--- config.mk ---
export PLATFORM = sky130hd
export DESIGN_NAME = stopwatch_ctrl
export DESIGN_NICKNAME = d
export VERILOG_FILES = /design/src/rtl/stopwatch_pkg.sv /design/src/rtl/key_debounce.sv /design/src/rtl/stopwatch_ctrl.sv
export SDC_FILE = /design/constraint.sdc
export NUM_CORES = 1
export LEC_CHECK = 0
export ABC_AREA = 1
export BUFFER_PORTS_ARGS = -buffer_cell sky130_fd_sc_hd__buf_2
export CAP_MARGIN = 10
export CORE_UTILIZATION = 49
export DETAILED_ROUTE_END_ITERATION = 8
export GPL_ROUTABILITY_DRIVEN = 0
export PLACE_DENSITY = 0.69
export SLEW_MARGIN = 20
export SYNTH_ARGS = -nofsm -noshare
export SYNTH_HDL_FRONTEND = slang
export SYNTH_SLANG_ARGS = --single-unit
--- constraint.sdc ---
create_clock -name clk_100Hz -period 1.8 [get_ports clk_100Hz]
set_input_delay 0.09 -clock clk_100Hz [delete_from_list [all_inputs] [get_ports clk_100Hz]]
set_output_delay 0.09 -clock clk_100Hz [all_outputs]
set_load 0.01 [all_outputs]
--- src/rtl/stopwatch_pkg.sv ---
// Shared types and widths for the stopwatch run-control block.
package stopwatch_pkg;

  typedef enum logic [1:0] {
    IDLE = 2'd0,
    RUN  = 2'd1,
    STOP = 2'd2,
    LAP  = 2'd3
  } sw_state_e;

  localparam int unsigned TIME_W = 19;
  localparam int unsigned CS_W   = 7;
  localparam int unsigned SEC_W  = 6;
  localparam int unsigned MIN_W  = 6;

  localparam int unsigned LAP_DEPTH_DEF = 4;
  localparam int unsigned LAP_AW        = $clog2(LAP_DEPTH_DEF);

  // Wide enough for the largest supported debounce count (15).
  localparam int unsigned DBNC_W = 4;

endpackage

--- src/rtl/key_debounce.sv ---
// Two-flop synchronizer, consecutive-sample debouncer and press pulse for one
// active-low key.
module key_debounce
  import stopwatch_pkg::*;
#(
  parameter int unsigned DEBOUNCE_CNT = 2
) (
  input  logic clk,
  input  logic rst_n,
  input  logic key_n,
  output logic press
);

  localparam logic [DBNC_W-1:0] LAST = DBNC_W'(DEBOUNCE_CNT - 1);

  logic              sync1_q, sync2_q;
  logic              level_q, level_d;
  logic              press_q, press_d;
  logic [DBNC_W-1:0] cnt_q, cnt_d;

  // Any sample agreeing with the accepted level restarts the count.
  always_comb begin
    level_d = level_q;
    cnt_d   = '0;
    if (sync2_q != level_q) begin
      if (cnt_q == LAST) begin
        level_d = sync2_q;
      end else begin
        cnt_d = cnt_q + DBNC_W'(1);
      end
    end
    press_d = level_q & ~level_d;
  end

  always_ff @(posedge clk or negedge rst_n) begin
    if (!rst_n) begin
      sync1_q <= 1'b1;
      sync2_q <= 1'b1;
      level_q <= 1'b1;
      cnt_q   <= '0;
      press_q <= 1'b0;
    end else begin
      sync1_q <= key_n;
      sync2_q <= sync1_q;
      level_q <= level_d;
      cnt_q   <= cnt_d;
      press_q <= press_d;
    end
  end

  assign press = press_q;

endmodule

--- src/rtl/stopwatch_ctrl.sv ---
// Stopwatch run-control: key conditioning, start/stop/lap/reset FSM,
// display hold mux and lap buffer.
module stopwatch_ctrl
  import stopwatch_pkg::*;
#(
  parameter  int unsigned DEBOUNCE_CNT = 2,
  parameter  int unsigned LAP_DEPTH    = LAP_DEPTH_DEF,
  localparam int unsigned LAP_IW       = $clog2(LAP_DEPTH)
) (
  input  logic              clk_100Hz,
  input  logic              rst_n,
  input  logic              key_ss,
  input  logic              key_rl,
  input  logic [6:0]        centisecond,
  input  logic [5:0]        second,
  input  logic [5:0]        minute,
  input  logic [LAP_IW-1:0] lap_sel,
  output logic              pause,
  output logic              cnt_clr,
  output logic [6:0]        disp_cs,
  output logic [5:0]        disp_sec,
  output logic [5:0]        disp_min,
  output logic [LAP_IW:0]   lap_cnt,
  output logic              lap_full,
  output logic [18:0]       lap_rd,
  output logic [1:0]        state
);

  localparam logic [LAP_IW:0] FULL_CNT = (LAP_IW+1)'(LAP_DEPTH);

  logic ss_p, rl_p, ss_go, rl_go;

  key_debounce #(.DEBOUNCE_CNT(DEBOUNCE_CNT)) u_key_ss (
    .clk   (clk_100Hz),
    .rst_n (rst_n),
    .key_n (key_ss),
    .press (ss_p)
  );

  key_debounce #(.DEBOUNCE_CNT(DEBOUNCE_CNT)) u_key_rl (
    .clk   (clk_100Hz),
    .rst_n (rst_n),
    .key_n (key_rl),
    .press (rl_p)
  );

  // Start/stop has priority when both presses land in the same cycle.
  assign ss_go = ss_p;
  assign rl_go = rl_p & ~ss_p;

  sw_state_e         state_q, state_d;
  logic              pause_q, pause_d;
  logic              cnt_clr_q, cnt_clr_d;
  logic [TIME_W-1:0] live;
  logic [TIME_W-1:0] hold_q, hold_d;
  logic [TIME_W-1:0] disp_q, disp_d;
  logic [TIME_W-1:0] lap_q [LAP_DEPTH];
  logic [TIME_W-1:0] lap_d [LAP_DEPTH];
  logic [LAP_IW:0]   lap_cnt_q, lap_cnt_d;
  logic              capture, clear, full;

  assign live = {minute, second, centisecond};
  assign full = (lap_cnt_q == FULL_CNT);

  always_comb begin
    state_d = state_q;
    capture = 1'b0;
    clear   = 1'b0;
    case (state_q)
      IDLE: begin
        if (ss_go) state_d = RUN;
      end
      RUN: begin
        if (ss_go) begin
          state_d = STOP;
        end else if (rl_go) begin
          state_d = LAP;
          capture = 1'b1;
        end
      end
      LAP: begin
        if (ss_go)      state_d = STOP;
        else if (rl_go) state_d = RUN;
      end
      STOP: begin
        if (ss_go) begin
          state_d = RUN;
        end else if (rl_go) begin
          state_d = IDLE;
          clear   = 1'b1;
        end
      end
      default: state_d = IDLE;
    endcase
  end

  always_comb begin
    pause_d   = (state_d == IDLE) || (state_d == STOP);
    cnt_clr_d = clear;
    hold_d    = capture ? live : hold_q;
    disp_d    = (state_q == LAP) ? hold_q : live;
    lap_d     = lap_q;
    lap_cnt_d = lap_cnt_q;
    if (clear) begin
      for (int unsigned i = 0; i < LAP_DEPTH; i++) lap_d[i] = '0;
      lap_cnt_d = '0;
    end else if (capture && !full) begin
      lap_d[lap_cnt_q[LAP_IW-1:0]] = live;
      lap_cnt_d = lap_cnt_q + (LAP_IW+1)'(1);
    end
  end

  always_ff @(posedge clk_100Hz or negedge rst_n) begin
    if (!rst_n) begin
      state_q   <= IDLE;
      pause_q   <= 1'b1;
      cnt_clr_q <= 1'b0;
      hold_q    <= '0;
      disp_q    <= '0;
      lap_cnt_q <= '0;
      for (int unsigned i = 0; i < LAP_DEPTH; i++) lap_q[i] <= '0;
    end else begin
      state_q   <= state_d;
      pause_q   <= pause_d;
      cnt_clr_q <= cnt_clr_d;
      hold_q    <= hold_d;
      disp_q    <= disp_d;
      lap_cnt_q <= lap_cnt_d;
      lap_q     <= lap_d;
    end
  end

  always_comb begin
    lap_rd = '0;
    if ({1'b0, lap_sel} < lap_cnt_q) lap_rd = lap_q[lap_sel];
  end

  assign pause    = pause_q;
  assign cnt_clr  = cnt_clr_q;
  assign disp_cs  = disp_q[CS_W-1:0];
  assign disp_sec = disp_q[CS_W +: SEC_W];
  assign disp_min = disp_q[CS_W+SEC_W +: MIN_W];
  assign lap_cnt  = lap_cnt_q;
  assign lap_full = full;
  assign state    = state_q;

endmodule
# Word level (Yosys, flattened, before mapping)
# Index checks and enable logic that the tools add are counted.
totals:
  in_bits: 25
  regBits: 137
classes:
  n_bitwise: 8
  n_addsub: 3
  n_eq_ne: 9
  n_lt_le_gt_ge: 4
  n_mux: 32
  n_reduce_logical: 7
op_table:
  columns: ["operator", "n"]
  rows:
  - ["76-bit 2-to-1 mux", 2]
  - ["19-bit 2-to-1 mux", 5]
  - ["76-bit bitwise mux", 1]
  - ["19-bit binary-select mux with 2-bit select", 1]
  - ["19-bit demux with 2-bit select", 1]
  - ["4-bit 2-to-1 mux", 4]
  - ["2-bit 2-to-1 mux", 7]
  - ["4-bit by 1-bit adder with 4-bit output (second input constant)", 2]
  - ["4-bit by 1-bit == test with 1-bit output (second input constant)", 2]
  - ["1-bit 2-to-1 mux", 8]
  - ["2-bit case mux with 4 select lines", 1]
  - ["2-bit == test (second input constant)", 3]
  - ["3-bit greater-or-equal comparator (second input constant)", 2]
  - ["3-bit 2-to-1 mux", 2]
  - ["2-bit inverter with 3-bit output", 2]
  - ["2-bit logical NOT", 2]
  - ["3-bit by 1-bit adder with 3-bit output (second input constant)", 1]
  - ["1-bit AND", 3]
  - ["3-bit == test (second input constant)", 1]
  - ["2-bit by 3-bit less-than comparator with 1-bit output", 1]
  - ["3-bit by 1-bit less-than comparator with 1-bit output (second input constant)", 1]
  - ["1-bit inverter", 3]
  - ["2-bit by 1-bit == test with 1-bit output (second input constant)", 1]
  - ["1-bit logical AND", 2]
  - ["4 further kinds", 5]

# Logic depth before layout (Yosys ltp)
depth:
  ltp_word: 8
  ltp_mapped: 8
  depth_no_buf: 7

# By module
# Synthesis repeated with hierarchy kept, for this count alone.
unflattened:
  hier_cells: 738
  hier_area_um2: 6322.3
by_module_without_submodules:
  columns: ["module", "cells_per_inst", "area_per_inst_um2", "n_inst", "seq_area_each_um2"]
  rows:
  - ["stopwatch_ctrl", 674, 5621.6, 1, 3029.2]
  - ["key_debounce (u_key_ss)", 32, 351.6, 1, 203.9]
  - ["key_debounce (u_key_rl)", 32, 349.1, 1, 203.9]

# Least setup slack after synthesis
# OpenSTA, ideal clock, no wires.
synth_path:
  path_kind: "register to output"
  from: "reg lap_cnt_q[1] (netlist: lap_cnt[1])"
  to: "out lap_rd[10]"
  stages_incl_launch_ff: 7
  path_slack_ps: 231
  arrival_time_ps: 1479
  cell_sequence: "dfrtp_1 > inv_1 > ha_1 > o21ai_0 > a21oi_2 > buf_2 > a21oi_1"
synth_between:
  elab_chain_cells: 2
synth_lines:
  columns: ["element", "line_no", "rtl"]
  rows:
  - ["start: declaration", "stopwatch_ctrl.sv:59", "logic [LAP_IW:0] lap_cnt_q, lap_cnt_d;"]
  - ["start signal: assignment", "stopwatch_ctrl.sv:128", "lap_cnt_q <= lap_cnt_d;"]
  - ["2-bit by 3-bit less-than comparator with 1-bit output", "stopwatch_ctrl.sv:135", "if ({1'b0, lap_sel} < lap_cnt_q) lap_rd = lap_q[lap_sel];"]
  - ["19-bit 2-to-1 mux", "stopwatch_ctrl.sv:135", null]
  - ["end: declaration", "stopwatch_ctrl.sv:25", "output logic [18:0] lap_rd,"]
# Every way passes these cells.

# Worst setup path in the final report
layout_path:
  from: "reg lap_cnt_q[1] (netlist: lap_cnt[1])"
  to: "out lap_rd[12]"
# Same word-level chain as after synthesis.

==> qor.csv <==
metric;value;unit
status;finished, violations left;
failed_checks;negative setup slack;
slowest_delay;0.37;ns
finalCritPeriodShare;102.9;%
synth_compound_area_share;8.570;%
p_leak;3.846;nW
worstMarginPinSlew;0.6022;ns
grt_max_degree;79;
syn_area;0.006117;mm²
htreeDepth;4;
viasPerCell;5.279;
worst_ep_required_time;1.71;ns
slew_violations;0;
startpoint_type;flop;
synthAdderAreaFrac;1.841;%
yosysWarnings;0;
setup_tns;-0.7310;ns
fin_ws;-0.05301;ns
crit_chain;inv_2 > ha_4 > o21ai_2 > a21oi_2 > buf_12 > a21oi_1 > buf_2;
fmax;539.7;MHz
ant_nets;0;
fin_worst_skew;0.004635;ns
ys_ff_latch;137;
coreArea;0.01211;mm²
wire_per_inst;15.99;µm
ios;71;
fp.dieH;113.7;µm
dieArea;0.01293;mm²
drv_cap;0;
finish.instance_area;0.007547;mm²
layout-drive-gt1-share;18.31;%
grt_pass1_wl;26320;µm
synth_top_family_by_area;simple AND/OR/NAND/NOR gates;
power_density;1616;mW/mm²
hold_viol;0;
syn2layout_area_growth;23.38;%
reg2reg_slack;0.13;ns
synth_xor_area_share;1.145;%
synth-simple-area-share;26.04;%
insertedDiodeCount;0;
setup_viol;19;
clock_latency;0.42;ns
first_global_vias;5168;
ys_seq_area_share;56.19;%
postSynthNetCount;761;
drt_wl_total;15960;µm
final_core_util;62.31;%
drtIter0Drc;450;
gr-usage-all-layers;26.92;%
final_nets;852;
dp_slack;0.1478;ns
end_kind;primary output;
cts_buffers;17;
dp_hpwl;10280;µm
cp_slowest_cell;dfrtp_1;
fillers;1034;
crit_arrival;1.76;ns
drt_pass1_iterations;5;
ir_worst_vdd;1.104;mV
grt_setup_unrepaired;true;
slew_headroom;59.85;%
drc;0;
initial_core_util;50.51;%
cp_max_fo;19;
rows;40;
antenna_found_initial;0;
cp_num_buf_inv;3;
io_buffers;70;
crit_type;reg -> out;
clk_pin_slew;0.06;ns
final.min_clock_period;1.853;ns
placed_area;0.006700;mm²
cts_tree;yes;
clock_path_buffers;2;
vias;5268;
cts_root_buffer;clkbuf_16;
min_path_type;in -> reg;
path_delay_family;buffers and inverters;
die_x;113.7;µm
synth.distinct_cells;24;
synthMuxAreaShare;0;%
synthCells;727;
grt_overflow;0;
syn_area_per_cell;8.414;µm²
cts.sinks;137;
logic make-up (layout without fill, tap and decap cells):
logic type,Yosys count,after routing
AO/OA/AOI/OAI,104,104
XOR/XNOR,8,8
adder cells (fa/ha/maj),9,9
buffers and inverters,82,185
flip-flops,137,137
AND/OR/NAND/NOR,387,387
worst min-delay path: stages:
cell and delay (ns):
buf_2 0.17, nand2_1 0.09, nand2_1 0.05
cell usage after synthesis (all sizes together):
master  number  area [µm²]
nor2b        1       6.260
clkinv       1       3.750
nand3       86       450.4
xor2         4       35.03
o21ai       81       405.4
nor2        96       367.8
dfrtp      130        3253
a21oi       23       118.9
dfstp        7       183.9
inv         41       153.9
buf         25       166.4
xnor2        4       35.03
ha           9       112.6
clkbuf      15       56.30
nand2      204       768.2
flip-flops by register name, summed over array words and instances, names as in the netlist, 2 cells and up:
register,count
state,2
hold_q,19
u_key_ss.cnt_q,4
lap_cnt,3
u_key_rl.cnt_q,4
disp_q,19
lap_q,76
path summary, 6_finish.rpt:
path | start | end | cells past startpoint
worst min register to register | u_key_ss.sync1_q | u_key_ss.sync2_q | 0
max in group asynchronous | rst_n | u_key_ss.sync2_q | 3
worst max-delay path | lap_cnt[1] | lap_rd[12] | 7
min in group asynchronous | rst_n | disp_q[18] | 2
worst max register to register | lap_cnt[0] | lap_q[49] | 7
worst min-delay path | centisecond[2] | lap_q[40] | 3
placed cells by master, fill, tap and decap left out, types with 8 or more instances in the layout:
| cell type | Yosys | final |
|---|---|---|
| o21ai_0 | 80 | 79 |
| dlygate4sd3_1 | 0 | 21 |
| buf_4 | 7 | 15 |
| ha_1 | 9 | 8 |
| nand3_1 | 82 | 81 |
| nor2_1 | 95 | 94 |
| dfrtp_1 | 130 | 130 |
| buf_2 | 13 | 69 |
| clkbuf_16 | 0 | 17 |
| inv_1 | 35 | 34 |
| a21oi_1 | 22 | 17 |
| nand2_1 | 203 | 203 |
per-stage QoR:
step	std cells	power, mW	hold WS (ns)
after CTS	998	12.22	0.001430
after floorplan	727	7.383	-0.2056
final	998	12.20	0.01074
after global placement	945	8.512	0.1317
after global routing	998	13.03	0.02287
after detailed placement	945	8.728	0.1380
timing repair:
action | CTS | global route
endpoints found under the setup margin | 19 | 66
hold buffers | 21 | 0
resized for setup | 9 | 9
pin swaps | 0 | 0
setup buffers | 1 | 0
endpoints found under the hold margin | 108 | 0
final cells by class:
class / count / area (µm²) / share of cell area, %
sequential: 137 / 3437 / 45.54
multi-input combinational: 508 / 2350 / 31.13
timing repair buffer: 112 / 808.3 / 10.71
clock buffer: 21 / 480.5 / 6.366
tap: 168 / 210.2 / 2.785
inverter: 42 / 167.7 / 2.221
clock inverter: 10 / 93.84 / 1.243
power by group:
group	leakage [nW]	switching [mW]	total, mW	internal, mW
registers	1.72	0.727	5.21	4.48
logic	1.85	2.24	3.63	1.39
clock network	0.277	1.32	3.36	2.04
total	3.85	4.29	12.2	7.91
layer usage:
metal / vias up / GRT usage (%) / wire [µm]
met5: - / 0 / 0
met4: 0 / 10.61 / 334
met3: 35 / 6.536 / 1068
met2: 216 / 42.44 / 7579
met1: 2522 / 36.04 / 6975
li1: 2495 / - / -
Power figures use the tool's default switching activity.
